## config.mk

```make
export PLATFORM = sky130hd
export DESIGN_NAME = sram_bus_arbiter
export DESIGN_NICKNAME = d
export VERILOG_FILES = /design/src/rtl/sram_bus_arbiter.sv
export SDC_FILE = /design/constraint.sdc
export NUM_CORES = 1
export LEC_CHECK = 0
export ABC_AREA = 1
export CORE_UTILIZATION = 46
export DETAILED_ROUTE_END_ITERATION = 10
export GPL_TIMING_DRIVEN = 0
export PLACE_DENSITY = 0.81
export SETUP_SLACK_MARGIN = 0.05
export SLEW_MARGIN = 25
export SYNTH_ARGS = -nofsm -noshare
export SYNTH_HDL_FRONTEND = slang
export SYNTH_SLANG_ARGS = --single-unit
```

## constraint.sdc

```tcl
create_clock -name clk -period 2.05 [get_ports clk]
set_input_delay 0.615 -clock clk [delete_from_list [all_inputs] [get_ports clk]]
set_output_delay 0.615 -clock clk [all_outputs]
set_load 0.02 [all_outputs]
```

## src/rtl/sram_bus_arbiter.sv

```systemverilog
// sram_bus_arbiter
// Round-robin arbiter that maps 32-bit instruction-fetch and data accesses
// onto a 16-bit asynchronous SRAM (1M x 16) as two halfword phases (high
// half [31:16] at even halfword address, low half [15:0] at odd).
//
// Ports:
//   clk, reset            system clock, asynchronous active-low reset
//   i_req/i_addr          instruction read request (held until i_ready)
//   i_ready, i_rvalid     accept pulse (combinational), fetched-word pulse
//   d_req/d_we/d_be       data request, write flag, byte enables
//   d_addr/d_wdata        data byte address, write data
//   d_ready, d_rvalid     accept pulse (combinational), done pulse
//   rdata                 read data shared by both ports
//   sram_adr              halfword address to the SRAM
//   dq_in/dq_out/dq_oe    SRAM data pad in / out / output enable
//   ce_n,oe_n,we_n,ub_n,lb_n  SRAM strobes, active-low
module sram_bus_arbiter #(
    parameter int unsigned WAIT_CYCLES = 0
) (
    input  logic        clk,
    input  logic        reset,
    input  logic        i_req,
    input  logic [31:0] i_addr,
    output logic        i_ready,
    output logic        i_rvalid,
    input  logic        d_req,
    input  logic        d_we,
    input  logic [3:0]  d_be,
    input  logic [31:0] d_addr,
    input  logic [31:0] d_wdata,
    output logic        d_ready,
    output logic        d_rvalid,
    output logic [31:0] rdata,
    output logic [19:0] sram_adr,
    input  logic [15:0] dq_in,
    output logic [15:0] dq_out,
    output logic        dq_oe,
    output logic        ce_n,
    output logic        oe_n,
    output logic        we_n,
    output logic        ub_n,
    output logic        lb_n
);

    localparam int unsigned ST_W  = 3;
    localparam int unsigned CNT_W = 3;
    localparam int unsigned WA_W  = 19;

    localparam logic [ST_W-1:0] S_IDLE     = 3'd0;
    localparam logic [ST_W-1:0] S_HI_SETUP = 3'd1;
    localparam logic [ST_W-1:0] S_HI_ACT   = 3'd2;
    localparam logic [ST_W-1:0] S_LO_SETUP = 3'd3;
    localparam logic [ST_W-1:0] S_LO_ACT   = 3'd4;
    localparam logic [ST_W-1:0] S_RESP     = 3'd5;

    logic [ST_W-1:0]  state, state_next;
    logic             run_q;
    logic             last_i_q;
    logic             own_d_q;
    logic             we_q;
    logic [3:0]       be_q;
    logic [WA_W-1:0]  wadr_q;
    logic [31:0]      wdata_q;
    logic [CNT_W-1:0] wcnt_q;

    logic             act_done;
    logic             grant_d;
    logic             accept;
    logic             cur_own_d;
    logic             cur_we;
    logic [3:0]       cur_be;
    logic [WA_W-1:0]  cur_wadr;
    logic [31:0]      cur_wdata;

    logic             ce_n_nx, oe_n_nx, we_n_nx, ub_n_nx, lb_n_nx, dq_oe_nx;
    logic             i_rv_nx, d_rv_nx;
    logic [19:0]      adr_nx;
    logic [15:0]      dq_out_nx;

    // Byte-lane and high address bits are not part of the halfword address.
    logic unused_addr_bits;
    assign unused_addr_bits = &{1'b0, i_addr[31:21], i_addr[1:0],
                                d_addr[31:21], d_addr[1:0]};

    // Round-robin: data wins unless instruction is also asking and data went last.
    assign act_done = (wcnt_q == CNT_W'(WAIT_CYCLES));
    assign grant_d  = d_req && (!i_req || last_i_q);
    assign accept   = (state == S_IDLE) && run_q && (d_req || i_req);
    assign d_ready  = accept && grant_d;
    assign i_ready  = accept && !grant_d;

    // Transaction attributes: live inputs in the accept cycle, latched afterwards.
    assign cur_own_d = accept ? grant_d : own_d_q;
    assign cur_we    = accept ? (grant_d && d_we) : we_q;
    assign cur_be    = accept ? d_be : be_q;
    assign cur_wadr  = accept ? (grant_d ? d_addr[20:2] : i_addr[20:2]) : wadr_q;
    assign cur_wdata = accept ? d_wdata : wdata_q;

    // Next state and next registered outputs.
    always_comb begin
        state_next = state;
        ce_n_nx    = 1'b1;
        oe_n_nx    = 1'b1;
        we_n_nx    = 1'b1;
        ub_n_nx    = 1'b1;
        lb_n_nx    = 1'b1;
        dq_oe_nx   = 1'b0;
        i_rv_nx    = 1'b0;
        d_rv_nx    = 1'b0;
        adr_nx     = sram_adr;
        dq_out_nx  = dq_out;

        case (state)
            S_IDLE: begin
                if (accept) begin
                    // Writes skip any halfword phase with no enabled bytes.
                    if (!cur_we || (|cur_be[3:2])) begin
                        state_next = S_HI_SETUP;
                    end else if (|cur_be[1:0]) begin
                        state_next = S_LO_SETUP;
                    end else begin
                        state_next = S_RESP;
                    end
                end
            end
            S_HI_SETUP: state_next = S_HI_ACT;
            S_HI_ACT: begin
                if (act_done) begin
                    state_next = (!we_q || (|be_q[1:0])) ? S_LO_SETUP : S_RESP;
                end
            end
            S_LO_SETUP: state_next = S_LO_ACT;
            S_LO_ACT: begin
                if (act_done) begin
                    state_next = S_RESP;
                end
            end
            S_RESP:  state_next = S_IDLE;
            default: state_next = S_IDLE;
        endcase

        case (state_next)
            S_HI_SETUP, S_LO_SETUP: begin
                ce_n_nx = 1'b0;
                adr_nx  = {cur_wadr, (state_next == S_LO_SETUP)};
                if (cur_we) begin
                    dq_oe_nx  = 1'b1;
                    dq_out_nx = (state_next == S_LO_SETUP) ? cur_wdata[15:0]
                                                           : cur_wdata[31:16];
                end
            end
            S_HI_ACT, S_LO_ACT: begin
                ce_n_nx = 1'b0;
                if (cur_we) begin
                    we_n_nx  = 1'b0;
                    dq_oe_nx = 1'b1;
                    {ub_n_nx, lb_n_nx} = (state_next == S_LO_ACT) ? ~cur_be[1:0]
                                                                  : ~cur_be[3:2];
                end else begin
                    oe_n_nx = 1'b0;
                    ub_n_nx = 1'b0;
                    lb_n_nx = 1'b0;
                end
            end
            S_RESP: begin
                d_rv_nx = cur_own_d;
                i_rv_nx = !cur_own_d;
            end
            default: ;
        endcase
    end

    // State register.
    always_ff @(posedge clk or negedge reset) begin
        if (!reset) begin
            state <= S_IDLE;
        end else begin
            state <= state_next;
        end
    end

    // Grants are enabled one edge after reset release.
    always_ff @(posedge clk or negedge reset) begin
        if (!reset) begin
            run_q <= 1'b0;
        end else begin
            run_q <= 1'b1;
        end
    end

    // Transaction latches and arbitration pointer (reset favours data).
    always_ff @(posedge clk or negedge reset) begin
        if (!reset) begin
            last_i_q <= 1'b1;
            own_d_q  <= 1'b0;
            we_q     <= 1'b0;
            be_q     <= 4'h0;
            wadr_q   <= '0;
            wdata_q  <= 32'h0;
        end else if (accept) begin
            last_i_q <= !grant_d;
            own_d_q  <= grant_d;
            we_q     <= cur_we;
            be_q     <= cur_be;
            wadr_q   <= cur_wadr;
            wdata_q  <= cur_wdata;
        end
    end

    // Active-strobe stretch counter.
    always_ff @(posedge clk or negedge reset) begin
        if (!reset) begin
            wcnt_q <= '0;
        end else if (((state == S_HI_ACT) || (state == S_LO_ACT)) && !act_done) begin
            wcnt_q <= wcnt_q + CNT_W'(1);
        end else begin
            wcnt_q <= '0;
        end
    end

    // Read capture on the last active cycle of each read phase.
    always_ff @(posedge clk or negedge reset) begin
        if (!reset) begin
            rdata <= 32'h0;
        end else if (act_done && !we_q) begin
            if (state == S_HI_ACT) begin
                rdata[31:16] <= dq_in;
            end else if (state == S_LO_ACT) begin
                rdata[15:0] <= dq_in;
            end
        end
    end

    // Registered SRAM and response outputs.
    always_ff @(posedge clk or negedge reset) begin
        if (!reset) begin
            ce_n     <= 1'b1;
            oe_n     <= 1'b1;
            we_n     <= 1'b1;
            ub_n     <= 1'b1;
            lb_n     <= 1'b1;
            dq_oe    <= 1'b0;
            sram_adr <= 20'h0;
            dq_out   <= 16'h0;
            i_rvalid <= 1'b0;
            d_rvalid <= 1'b0;
        end else begin
            ce_n     <= ce_n_nx;
            oe_n     <= oe_n_nx;
            we_n     <= we_n_nx;
            ub_n     <= ub_n_nx;
            lb_n     <= lb_n_nx;
            dq_oe    <= dq_oe_nx;
            sram_adr <= adr_nx;
            dq_out   <= dq_out_nx;
            i_rvalid <= i_rv_nx;
            d_rvalid <= d_rv_nx;
        end
    end

endmodule
```

==> out/metrics.csv <==
stage,metric,value,unit
placed_design,dp_hpwl,10.6,mm
setup_path,crit_required,1.43,ns
setup_path,cp.buffers_inverters,5,
global_routing,grt_pass1_vias,5441,
power,p_total,0.0145,W
power,ir_drop,881,uV
status,violations,negative setup slack,
global_routing,grt_util_all_layers,25.9,%
setup_path,arrival,1.65,ns
timing,max_freq,441,MHz
synth,netlist_instances,629,
run,drv_cap,0,
clocking,ctsRootBufferMaster,clkbuf_16,
timing,slew_violations,0,
clocking,cts_num_sinks,141,
routing,drt_wl_total,16.8,mm
clocking,clkSlewWorstSetupHoldPaths,0.06,ns
finish,diodes,0,
hold_path,hold_path.class,in2async,
setup_path,crit_top_cell,buf_6,
routing,post_drt_wl_per_cell,16.2,um
synth,synth_edf_count,0,
clocking,cts_buffers,17,
timing,setup_slack,-0.216,ns
clocking,clock_path_buffers,2,
synth,netlist.area_leader.share,57.1,%
setup_path,end_kind,output pin,
synth,synth_common_cells,"nand2_1, dfrtp_1, inv_1",
routing,drtPass1Iterations,5,
timing,finalCriticalPeriod,2.27,ns
setup_path,reg2reg_depth,14,
clocking,h-tree-depth,4,
placed_design,io_buffer_count,172,
global_routing,grt_use_met2,44.6,%
global_routing,grt_busiest_layer,met2,
timing,max_slew_margin,66.5,%
timing,finClkSkew,0.00911,ns
floorplanning,ios,199,
synth,synth_seq_cells,141,
setup_path,reg2reg_from,state[1],
timing,rsz0062_at_grt,yes,
routing,route.detailed.drc,0,
synth,syn_area,5920,um^2
global_routing,grt_use_met3,9.33,%
setup_path,path_cells,dlygate4sd2_1 > inv_1 > nand2_2 > nand3_4 > buf_12 > nor2_4 > buf_6 > buf_6,
synth,syn_nets,752,
global_routing,grt_max_degree,80,
routing,drt_iter0_markers,244,
floorplanning,initial_core_util,47.1,%
placed_design,finalWeightedCongestion,0.807,
synth,synth_area_leaders,"dfrtp_1, nand2_1, o21ai_0",
floorplanning,rows,41,
floorplanning,dieArea,13300,um^2
clocking,cts_tree,done,
setup_path,critPathTopFamily,buffers and inverters,
setup_path,critical-path-max-stage-delay,0.30,ns
power,p_leak,4.75,nW
synth,ys_types,36,
global_routing,grtUsageMet1,29.6,%
timing,fin_crit_sh,111,%
routing,route.vias.total,5151,
global_routing,antenna_found_initial,0,
finish,fillers,900,
setup_path,r2r_end,dq_out[9],
synth,synth.avg_cell_area,9.40,um^2
floorplanning,core,12600,um^2
setup_path,cp-start-kind,input pin,
placed_design,dp_slack,-1.25,ns
setup_path,r2r_slack,-0.07,ns
synth,yosysWarnings,0,
clocking,clk_latency,0.42,ns
setup_path,crit_slowest_cell,dlygate4sd2_1,
finish,area_growth_syn_to_layout,52.5,%
synth,async_reset_ff_share,100,%
floorplanning,die_w,115,um
synth,yosysMostFrequentCell,nand2_1,
routing,ant_nets,0,
synth,ys_seq_area_share,59.8,%
finish,fin_nets,979,
timing,worstMarginPinSlew,0.502,ns
timing,holdWs,0.121,ns
setup_path,critical_path_peak_fanout,3,
global_routing,grt_pass1_wl,26.0,mm
floorplanning,die_y,115,um
timing,setup_violations,14,
global_routing,grt_overflow_total,0,
clocking,cts_hold_buf,0,
synth,ys.flop_type,dfrtp_1,
finish,drive_gt1_share,18.0,%
routing,drt-vias-per-instance,4.95,
synth,yosys.area.top_type,dfrtp_1,
setup_path,path_class,in2out,
power,power.density,1610,nW/um^2
status,status,"finished, violations left",
timing,hold_viol,0,
cells by family (layout without fill, tap and decap cells):
group	after synthesis	in the layout	share of synthesized area, %
DFF	141	141	59.8
muxes	17	17	2.88
other	1	1	0.0634
xor gates and xnor gates	2	2	0.296
buffers and inverters	102	342	7.42
AOI/OAI and AO/OA	91	91	8.10
and+or+nand+nor	273	273	21.0
adders and majority gates	2	2	0.423
layer usage:
layer	part of all wire, %	vias up
li1	-	2429
met1	40	2507
met2	51	183
met5	0	-
met3	7.0	32
met4	1.9	0
cell usage in the layout (no fill, tap or decap), drive strengths merged, types with 30 or more instances in the layout:
master           n
nand2          188
clkbuf          32
nor2            33
o21ai           84
dlygate4sd2     60
dfrtp          135
clkdlybuf4s50   92
buf             51
nand3           30
inv             77
layout make-up:
type / count / area (um^2) / share of cell area, %
buffer: 25 / 216 / 2.40
sequential: 141 / 3540 / 39.2
tap: 172 / 215 / 2.39
clock buffer: 21 / 470 / 5.22
multi-input combinational: 386 / 2070 / 23.0
clock inverter: 11 / 140 / 1.55
timing repair buffer: 208 / 2060 / 22.9
inverter: 77 / 304 / 3.37
sequential cells by signal (all words and copies together), names as in the netlist, 3 cells and up:
name and count:
sram_adr 20, state 3, rdata 32, be_q 4, wcnt_q 3, wadr_q 19, wdata_q 32, dq_out 16
repair_timing:
action                     CTS  global route
gates cloned                 3             0
buffers inserted            24             9
pin swaps                   10             7
hold endpoints to repair     0             0
gates resized for setup    105            67
setup endpoints to repair  101            78
per-stage QoR:
stage          utilization, %  area [um^2]  instances  TNS, ns
2_1_floorplan               -         5920        629        0
3_3_place_gp             62.5         7860        973  -712.08
3_5_place_dp             62.8         7890        974   -36.98
4_1_cts                  70.0         8800       1032    -1.01
5_1_grt                  71.8         9020       1041    -2.63
6_report                 71.8         9020       1041   -0.950
how the worst max path moves through the flow:
| stage | slack, ns | endpoint | startpoint | cells after the start |
|---|---|---|---|---|
| 3_5_place_dp | -1.25 | i_ready | i_req | 8 |
| 2_1_floorplan | 0.05 | i_ready | d_req | 6 |
| 6_report | -0.22 | i_ready | i_req | 8 |
| 4_1_cts | -0.22 | i_ready | state[0] | 7 |
| 3_3_place_gp | -4.89 | rdata[28] | reset | 1 |
| 5_1_grt | -0.28 | i_ready | state[1] | 7 |
report_power, final:
part | internal [W] | switching [W] | total [W] | leakage [nW]
sequential | 0.00411 | 0.000549 | 0.00466 | 1.72
clock | 0.00200 | 0.00115 | 0.00315 | 0.291
combinational | 0.00273 | 0.00398 | 0.00671 | 2.75
total | 0.00884 | 0.00568 | 0.0145 | 4.75
(Power assumes the default switching activity.)
